## src/rtl/dcf77_encoder_pkg.sv

```systemverilog
`default_nettype none
// ============================================================================
// Module      : types (package)
// Description : Shared types and frame layout constants for the DCF77 encoder.
// Revision    : 1.0 - initial release
// ============================================================================
package types;

    // One BCD digit.
    typedef logic [3:0] bcd_t;

    localparam int c_frame_bits = 59;

    // Full minute frame, bit n is transmitted in second n.
    typedef logic [c_frame_bits-1:0] frame_t;

    // Carrier-reduction widths in ticks for a 0 and a 1 bit.
    localparam int c_pulse_zero = 100;
    localparam int c_pulse_one  = 200;

    // Frame bit positions.
    localparam int c_bit_cest     = 17;
    localparam int c_bit_cet      = 18;
    localparam int c_bit_start    = 20;
    localparam int c_bit_min      = 21;
    localparam int c_bit_min_par  = 28;
    localparam int c_bit_hour     = 29;
    localparam int c_bit_hour_par = 35;
    localparam int c_bit_day      = 36;
    localparam int c_bit_dow      = 42;
    localparam int c_bit_mon      = 45;
    localparam int c_bit_year     = 50;
    localparam int c_bit_date_par = 58;

    // Transmitter control states.
    typedef enum logic [0:0] {
        ST_IDLE = 1'b0,
        ST_RUN  = 1'b1
    } state_t;

endpackage
`default_nettype wire

```

## src/rtl/dcf77_frame_builder.sv

```systemverilog
`default_nettype none
// ============================================================================
// Module      : dcf77_frame_builder
// Description : Combinational assembly of one DCF77 minute frame with parity.
// Revision    : 1.0 - initial release
// ============================================================================
module dcf77_frame_builder
    import types::*;
(
    input  bcd_t [1:0]  year,
    input  bcd_t [1:0]  month,
    input  bcd_t [1:0]  day,
    input  bcd_t [1:0]  hour,
    input  bcd_t [1:0]  minute,
    input  logic [2:0]  day_of_week,
    input  logic        cest,
    output frame_t      frame
);

    // Fields truncated to their transmitted width; units in the low nibble
    // so that the LSB-first serial order falls out of the bit numbering.
    logic [6:0] w_min_field;
    logic [5:0] w_hour_field;
    logic [5:0] w_day_field;
    logic [4:0] w_mon_field;
    logic [7:0] w_year_field;
    logic       w_unused_tens;

    assign w_min_field   = {minute[1][2:0], minute[0]};
    assign w_hour_field  = {hour[1][1:0], hour[0]};
    assign w_day_field   = {day[1][1:0], day[0]};
    assign w_mon_field   = {month[1][0], month[0]};
    assign w_year_field  = {year[1], year[0]};
    assign w_unused_tens = ^{minute[1][3], hour[1][3:2], day[1][3:2], month[1][3:1]};

    // Place every field and its even parity bit into the frame.
    always_comb begin
        frame                       = '0;
        frame[c_bit_cest]           = cest;
        frame[c_bit_cet]            = ~cest;
        frame[c_bit_start]          = 1'b1;
        frame[c_bit_min +: 7]       = w_min_field;
        frame[c_bit_min_par]        = ^w_min_field;
        frame[c_bit_hour +: 6]      = w_hour_field;
        frame[c_bit_hour_par]       = ^w_hour_field;
        frame[c_bit_day +: 6]       = w_day_field;
        frame[c_bit_dow +: 3]       = day_of_week;
        frame[c_bit_mon +: 5]       = w_mon_field;
        frame[c_bit_year +: 8]      = w_year_field;
        frame[c_bit_date_par]       = ^{w_year_field, w_mon_field, day_of_week, w_day_field};
    end

endmodule
`default_nettype wire

```

## src/rtl/dcf77_encoder.sv

```systemverilog
`default_nettype none
// ============================================================================
// Module      : dcf77_encoder
// Description : DCF77 time-code transmitter: second/ms timing and pulse output.
// Revision    : 1.0 - initial release
// ============================================================================
module dcf77_encoder
    import types::*;
#(
    parameter int TICKS_PER_SEC = 1000
)
(
    input  logic        clk,
    input  logic        reset,
    input  logic        tick_ms,
    input  logic        start,
    input  logic        stop,
    input  bcd_t [1:0]  year,
    input  bcd_t [1:0]  month,
    input  bcd_t [1:0]  day,
    input  bcd_t [1:0]  hour,
    input  bcd_t [1:0]  minute,
    input  logic [2:0]  day_of_week,
    input  logic        cest,
    output logic        dcf_out,
    output logic [5:0]  second,
    output logic        minute_mark,
    output logic        active
);

    // Wide enough for the tick count and for the 200-tick pulse comparison.
    localparam int c_ms_w = ($clog2(TICKS_PER_SEC) > 8) ? $clog2(TICKS_PER_SEC) : 8;
    localparam logic [c_ms_w-1:0] c_ms_last    = c_ms_w'(TICKS_PER_SEC - 1);
    localparam logic [5:0]        c_sec_marker = 6'd59;

    state_t              r_state, w_state_nxt;
    logic [c_ms_w-1:0]   r_ms, w_ms_nxt;
    logic [5:0]          r_second, w_second_nxt;
    frame_t              r_frame, w_frame_nxt, w_frame_built;
    logic                r_dcf_out, w_dcf_nxt;
    logic                r_minute_mark, w_minute_mark_nxt;
    logic                w_bit;
    logic [c_ms_w-1:0]   w_width;

    dcf77_frame_builder u_frame_builder (
        .year        (year),
        .month       (month),
        .day         (day),
        .hour        (hour),
        .minute      (minute),
        .day_of_week (day_of_week),
        .cest        (cest),
        .frame       (w_frame_built)
    );

    // State, counters, latched frame and registered outputs.
    always_ff @(posedge clk) begin
        if (reset) begin
            r_state       <= ST_IDLE;
            r_ms          <= '0;
            r_second      <= '0;
            r_frame       <= '0;
            r_dcf_out     <= 1'b0;
            r_minute_mark <= 1'b0;
        end else begin
            r_state       <= w_state_nxt;
            r_ms          <= w_ms_nxt;
            r_second      <= w_second_nxt;
            r_frame       <= w_frame_nxt;
            r_dcf_out     <= w_dcf_nxt;
            r_minute_mark <= w_minute_mark_nxt;
        end
    end

    // Next state and counters; the frame is latched on the 59 -> 0 wrap.
    always_comb begin
        w_state_nxt       = r_state;
        w_ms_nxt          = r_ms;
        w_second_nxt      = r_second;
        w_frame_nxt       = r_frame;
        w_minute_mark_nxt = 1'b0;
        case (r_state)
            ST_IDLE: begin
                if (start && !stop) begin
                    // Begin inside the marker gap so the first full minute
                    // starts after one silent second.
                    w_state_nxt  = ST_RUN;
                    w_second_nxt = c_sec_marker;
                    w_ms_nxt     = '0;
                    w_frame_nxt  = '0;
                end
            end
            ST_RUN: begin
                if (stop) begin
                    w_state_nxt  = ST_IDLE;
                    w_second_nxt = '0;
                    w_ms_nxt     = '0;
                end else if (tick_ms) begin
                    if (r_ms == c_ms_last) begin
                        w_ms_nxt = '0;
                        if (r_second == c_sec_marker) begin
                            w_second_nxt      = '0;
                            w_frame_nxt       = w_frame_built;
                            w_minute_mark_nxt = 1'b1;
                        end else begin
                            w_second_nxt = r_second + 6'd1;
                        end
                    end else begin
                        w_ms_nxt = r_ms + c_ms_w'(1);
                    end
                end
            end
            default: begin
                w_state_nxt = ST_IDLE;
            end
        endcase
    end

    // Pulse output computed from the next counter values so it changes
    // in the same cycle as second/ms.
    always_comb begin
        w_bit = 1'b0;
        if (w_second_nxt < c_sec_marker) begin
            w_bit = w_frame_nxt[w_second_nxt];
        end
        w_width   = w_bit ? c_ms_w'(c_pulse_one) : c_ms_w'(c_pulse_zero);
        w_dcf_nxt = (w_state_nxt == ST_RUN) && (w_second_nxt != c_sec_marker) &&
                    (w_ms_nxt < w_width);
    end

    assign dcf_out     = r_dcf_out;
    assign second      = r_second;
    assign minute_mark = r_minute_mark;
    assign active      = (r_state == ST_RUN);

endmodule
`default_nettype wire

```

## config.mk

```make
export PLATFORM = sky130hd
export DESIGN_NAME = dcf77_encoder
export DESIGN_NICKNAME = d
export VERILOG_FILES = /design/src/rtl/dcf77_encoder_pkg.sv /design/src/rtl/dcf77_frame_builder.sv /design/src/rtl/dcf77_encoder.sv
export SDC_FILE = /design/constraint.sdc
export NUM_CORES = 1
export LEC_CHECK = 0
export BUFFER_PORTS_ARGS = -buffer_cell sky130_fd_sc_hd__buf_2
export CAP_MARGIN = 30
export CORE_MARGIN = 5
export CORE_UTILIZATION = 30
export CTS_CLUSTER_SIZE = 20
export DETAILED_ROUTE_END_ITERATION = 6
export SKIP_CTS_REPAIR_TIMING = 1
export SLEW_MARGIN = 30
export SYNTH_ARGS = -nofsm -noshare
export SYNTH_HDL_FRONTEND = slang
export SYNTH_SLANG_ARGS = --single-unit
```

## constraint.sdc

```tcl
create_clock -name clk -period 3.8 [get_ports clk]
set_input_delay 0.38 -clock clk [delete_from_list [all_inputs] [get_ports clk]]
set_output_delay 0.38 -clock clk [all_outputs]
set_load 0.01 [all_outputs]
```

==> results of run 1 <==
-- worst max-delay path: stages, from the launching register on --
cell      delay [ns]
dfxtp_1         0.31
and4bb_4        0.35
buf_4           0.12
nand3_4         0.06
or4_4           0.49
o221a_4         0.15
buf_6           0.13
mux4_2          0.33
nor2b_4         0.14
nor4_2          0.04
a211oi_1        0.22
nand4_1         0.18
o31ai_4         0.11
inv_2           0.06
ha_1            0.26
a21boi_2        0.16
nand2_1         0.06
nand3_1         0.08
a21o_1          0.19
o41ai_2         0.25
-- power groups by stage --
stage	Clock, uW	Combinational (uW)	Sequential (uW)
floorplan	0	233	852
global placement	0	387	848
detailed placement	0	393	848
CTS	974	393	829
global route	1020	467	830
finish	956	434	830
-- registers in the layout (all words and copies together), names as in the netlist --
name / count
r_ms: 10
minute_mark: 1
r_frame: 59
second: 6
active: 1
dcf_out: 1
-- through the flow --
stage	hold slack, ns	TNS [ns]	cells	area (sq um)	total power, uW
floorplan	0.424	0	582	4490	1090
global placement	0.436	-0.214	844	5350	1240
detailed placement	0.445	-0.202	844	5350	1240
CTS	0.382	-0.241	860	5680	2200
global route	0.400	-0.182	869	5970	2310
finish	0.383	0	869	5970	2220
-- kinds of logic after synthesis --
| logic type | after synthesis |
|---|---|
| compound gates | 106 |
| xor+xnor | 31 |
| fa+ha+maj | 5 |
| buf+inv | 45 |
| flops | 78 |
| mux | 15 |
| simple gates | 302 |
-- final timing paths --
check	from	to	slack, ns
worst max-delay path	r_ms[4]$_SDFF_PP0_	dcf_out$_SDFF_PP0_	0.01
worst max register to register	r_ms[4]$_SDFF_PP0_	dcf_out$_SDFF_PP0_	0.01
worst min-delay path	cest	r_frame[17]$_SDFF_PP0_	0.38
worst min register to register	r_frame[4]$_SDFF_PP0_	r_frame[4]$_SDFF_PP0_	0.46
-- metal layers --
metal  part of all wire  GRT usage
met2               0.47      0.239
met1               0.45      0.190
met5            0.00096          0
met3              0.061     0.0363
met4              0.017     0.0515
-- placed cells by master (no fill, tap or decap), drive strengths merged, types with 4 or more instances in the layout --
master,count
buf,127
nand2,87
dfxtp,78
nand3,74
nor2,55
xnor2,27
a21oi,25
and2,21
o21ai,19
a31oi,18
nand4,12
nor2b,12
a22oi,11
clkbuf,11
and3,9
nor3,9
mux2i,8
mux2,5
inv,5
ha,5
o31ai,4
-- synthesized netlist by cell type (2+ instances only) --
cell type	n	area [sq um]
nor3_1	9	45.0
o21bai_1	3	22.5
nor2_1	55	206
o22ai_1	3	18.8
ha_1	5	62.6
a21oi_1	25	125
inv_1	4	15.0
o21a_1	3	22.5
xnor2_1	27	236
or2_2	2	12.5
o221ai_1	2	17.5
and4b_1	3	30.0
o211ai_1	2	15.0
a31oi_1	18	113
o211a_1	2	20.0
a22oi_1	11	82.6
and2_1	21	131
nand2b_1	3	18.8
and4_1	2	17.5
nor2b_1	12	75.1
dfxtp_1	78	1560
clkbuf_1	26	97.6
and3_1	9	56.3
nor3b_1	3	22.5
o21ai_0	19	95.1
a211oi_1	2	15.0
xnor3_1	2	45.0
nand2_1	87	327
nand4_1	12	75.1
o31ai_1	3	22.5
mux2_2	5	56.3
nand3_1	73	365
mux4_2	2	45.0
xor2_1	2	17.5
mux2i_1	8	80.1
a311oi_1	2	17.5
buf_2	3	15.0
buf_1	11	41.3
nand4b_1	2	17.5
-- area by class of cell --
| cell class | count | area [sq um] | share of cell area |
|---|---|---|---|
| repair buffers | 128 | 908 | 0.152 |
| inverters | 4 | 15.0 | 0.00252 |
| flip-flops and latches | 78 | 1570 | 0.262 |
| well taps | 184 | 230 | 0.0386 |
| clock inverters | 6 | 93.8 | 0.0157 |
| multi-input cells | 459 | 2920 | 0.489 |
| clock buffers | 10 | 239 | 0.0400 |
==> impl_metrics.json, run 1 <==
{
  "die_area_sq_mm": 0.0175,
  "synthSimpleGateAreaFrac": 0.334,
  "tightest_slew_ns": 0.888,
  "routedWlPerCell_um": 15.6,
  "cp-start-kind": "flip-flop",
  "grt_max_degree": 42,
  "hold_depth": 3,
  "hold_viol_final": 0,
  "yosys_warnings": 0,
  "initial_core_util": 0.307,
  "h-tree-depth": 3,
  "cp.required_ns": 4.04,
  "post-route-min-period_ns": 3.79,
  "cts_made_buffers": 9,
  "area.growth.synth_to_final_pct": 33.1,
  "clk_latency_ns": 0.33,
  "layout-drive-gt1-share": 0.288,
  "grt_first_pass_wirelength_mm": 21.6,
  "path_clk_slew_ns": 0.06,
  "num_antenna_cells": 0,
  "power_switching_uw": 595,
  "p_int_uw": 1630,
  "grt_usage": 0.147,
  "rsz0062_at_grt": "yes",
  "coreArea_sq_mm": 0.0146,
  "cts.sinks": 78,
  "synth_fa_ha_area_frac": 0.0139,
  "crit_fanout": 4,
  "num_vias": 4705,
  "synth_area_sq_mm": 0.00449,
  "utilization": 0.409,
  "ir_worst_vdd_v": 0.000222,
  "grt_pass1_vias": 4456,
  "fmax_mhz": 264,
  "synth-async-reset-ratio": 0,
  "postSynthAreaPerCell_sq_um": 7.71,
  "fin_skew_ns": 0.00533,
  "hold_class": "input port to flip-flop",
  "drcViolationCount": 0,
  "first_pass_iters": 5,
  "seqPwrFrac": 0.374,
  "status": "completed",
  "post-place-ws_ns": -0.202,
  "synth.area.mux_share": 0.0404,
  "max_cap_violations": 0,
  "synth_top_family_by_area": "simple AND/OR/NAND/NOR gates",
  "hpwl_mm": 9.56,
  "fin_crit_sh": 0.997,
  "n_fill_cell": 1439,
  "synth_edf_count": 0,
  "synth_fp_nets": 636,
  "port_buffers": 49,
  "drt.antenna.violating_nets": 0,
  "finalWirelength_mm": 13.5,
  "critical_path_class": "flip-flop to flip-flop",
  "p_sw_frac": 0.268,
  "antenna_found_initial": 1,
  "synth_compound_area_frac": 0.156,
  "p_clk_frac": 0.431,
  "synth_flop_cell": "dfxtp_1",
  "synth_cells": 582,
  "yosysSeqAreaShare": 0.348,
  "die_w_um": 132,
  "relSlewSlack": 0.407,
  "finalSetupViolCount": 0,
  "cts_tree": "built",
  "arrival_ns": 4.03,
  "gp_congestion": 0.902,
  "ys_types": 60,
  "fp-row-count": 44,
  "fin_ws_ns": 0.00978,
  "drtIter0Drc": 363,
  "r2r_cells": 19,
  "power_density_mw_per_mm2": 372,
  "cts-root-buf": "clkbuf_16",
  "slew_viol_final": 0,
  "synth-seq-cells": 78,
  "grt.overflow.total": 0,
  "ios": 58,
  "synth_xor_area_frac": 0.0667,
  "viasPerCell": 5.41,
  "layout.nets": 734,
  "combPwrFrac": 0.196,
  "clk_path_buf_depth": 2,
  "crit_path_end_kind": "flip-flop",
  "die_h_um": 132,
  "leakage_uw": 0.00246
}
(Power assumes the default switching activity.)
==> run 2, diff against run 1 <==
- CTS_CLUSTER_SIZE: 20 -> not set
- REMOVE_ABC_BUFFERS: not set -> 1
==> run 2 against run 1 <==
  * The run now ends with negative setup slack left
  * Sequential share of layout area rose by 0.46 points
  * Non-clock buffer count fell by 5
  * First-iteration DRC count fell by 8.3%
  * Routed wire length rose by 1.0%
  * Critical path type unchanged
  * Highest routed layer is now met4
==> impl_metrics.json, run 2 (synthesis results as in run 1) <==
{
  "status": "complete, but fails checks",
  "violations": "negative setup slack",
  "coreArea_sq_mm": 0.0146,
  "hold_class": "input port to flip-flop",
  "num_vias": 4607,
  "ios": 58,
  "cp_slowest_cell": "or4_4",
  "fin_crit_sh": 1.03,
  "crit_path_end_kind": "flip-flop",
  "hold_viol_final": 0,
  "clk_latency_ns": 0.34,
  "cp_slowest_stage_delay_ns": 0.45,
  "seqPwrFrac": 0.401,
  "die_w_um": 132,
  "area.growth.synth_to_final_pct": 30.7,
  "cts.sinks": 78,
  "finalSetupViolCount": 1,
  "routedWlPerCell_um": 15.8,
  "clk_path_buf_depth": 2,
  "p_int_uw": 1510,
  "fin_ws_ns": -0.111,
  "grt_pass1_vias": 4493,
  "power_density_mw_per_mm2": 353,
  "final_common_cell": "nand2_1",
  "cp-start-kind": "flip-flop",
  "port_buffers": 49,
  "post-place-ws_ns": -0.166,
  "grt.overflow.total": 0,
  "max_flop_register": "r_frame",
  "die_h_um": 132,
  "hpwl_mm": 9.44,
  "gp_congestion": 0.854,
  "drt.antenna.violating_nets": 0,
  "first_pass_iters": 5,
  "p_clk_frac": 0.385,
  "fp-row-count": 44,
  "grt_usage": 0.151,
  "combPwrFrac": 0.214,
  "crit_chain": "ha_2 > and4b_1 > and2_4 > or4_4 > o221a_4 > mux4_2 > o21a_1 > nor3_2 > a211oi_2 > nand4_1 > o31ai_2 > inv_1 > ha_1 > a21boi_1 > nand2_1 > nand3_2 > a21o_1 > o41ai_2",
  "crit_family": "simple AND/OR/NAND/NOR gates",
  "p_sw_frac": 0.271,
  "cts_made_buffers": 9,
  "viasPerCell": 5.34,
  "tightest_slew_ns": 0.895,
  "drtIter0Drc": 333,
  "num_antenna_cells": 0,
  "slew_viol_final": 0,
  "initial_core_util": 0.307,
  "layout-drive-gt1-share": 0.270,
  "cts-root-buf": "clkbuf_16",
  "leakage_uw": 0.00243,
  "crit_fanout": 6,
  "finalPower_uw": 2070,
  "layout.nets": 729,
  "r2r_slack_ns": -0.11,
  "path_clk_slew_ns": 0.06,
  "grt_first_pass_wirelength_mm": 22.2,
  "finalWirelength_mm": 13.7,
  "power_switching_uw": 562,
  "fmax_mhz": 256,
  "fin_skew_ns": 0.0111,
  "ir_worst_vdd_v": 0.000168,
  "worst-path-buf-inv": 1,
  "arrival_ns": 4.15,
  "post-route-min-period_ns": 3.91,
  "h-tree-depth": 3,
  "grt_max_degree": 45,
  "rsz0062_at_grt": "yes",
  "die_area_sq_mm": 0.0175,
  "cts_tree": "built",
  "largest_reg_flops": 59,
  "critical_path_class": "flip-flop to flip-flop",
  "relSlewSlack": 0.402,
  "antenna_found_initial": 0,
  "cp.required_ns": 4.04,
  "mostFrequentLayoutCells": "86 x nand2_1, 75 x dfxtp_1, 71 x nand3_1",
  "max_cap_violations": 0,
  "drcViolationCount": 0
}
-- run 2: cell types whose count changed in the layout (fill, tap and decap cells not counted), sizes merged --
cell,change
clkinvlp,-1
clkbuf,+5
clkinv,-1
inv,-1
buf,-6
bufinv,-2
-- run 2: layout make-up --
| cell class | count | area (sq um) |
|---|---|---|
| clock inverter | 1 | 5.00 |
| clock buffer | 14 | 264 |
| multi-input combinational | 459 | 2900 |
| tap | 184 | 230 |
| timing repair buffer | 123 | 888 |
| sequential | 78 | 1570 |
| inverter | 4 | 15.0 |
| fill | 1469 | 8720 |
-- run 2: path summary, 6_finish.rpt --
check | from | to | depth (start not counted)
max | second[0]$_SDFF_PP0_ | dcf_out$_SDFF_PP0_ | 18
min | year[3] | r_frame[53]$_SDFF_PP0_ | 3
max reg2reg | second[0]$_SDFF_PP0_ | dcf_out$_SDFF_PP0_ | 18
min reg2reg | r_frame[1]$_SDFF_PP0_ | r_frame[1]$_SDFF_PP0_ | 1
-- run 2: tightest hold or removal path: cells and delay by family --
kind	cells	cell delay, ns
buf+inv	1	0.11
simple gates	1	0.09
compound gates	1	0.09
-- run 2: through the flow --
stage | hold WS, ns | util | cell area (sq um) | TNS [ns] | instances
6_report | 0.391 | 0.402 | 5860 | -0.111 | 863
4_1_cts | 0.378 | 0.386 | 5630 | -0.197 | 857
3_3_place_gp | 0.437 | 0.367 | 5360 | -0.132 | 842
2_1_floorplan | 0.424 | - | 4320 | -1.70 | 541
3_5_place_dp | 0.443 | 0.367 | 5360 | -0.166 | 842
5_1_grt | 0.394 | 0.402 | 5860 | -0.302 | 863
-- run 2: layer usage --
metal  vias to the layer above  wire length (um)  track usage
li1                       2257                 -            -
met1                      2209              6290        0.198
met2                       128              6620        0.248
met3                        13               582       0.0302
met4                         0               175       0.0486
met5                         -                 0            0
-- run 2: power by group through the flow --
stage	Combinational, uW	Sequential, uW	Clock (uW)
after floorplan	205	860	0
after global placement	392	848	0
after detailed placement	399	848	0
after CTS	401	830	818
after global routing	482	832	855
final	444	831	797
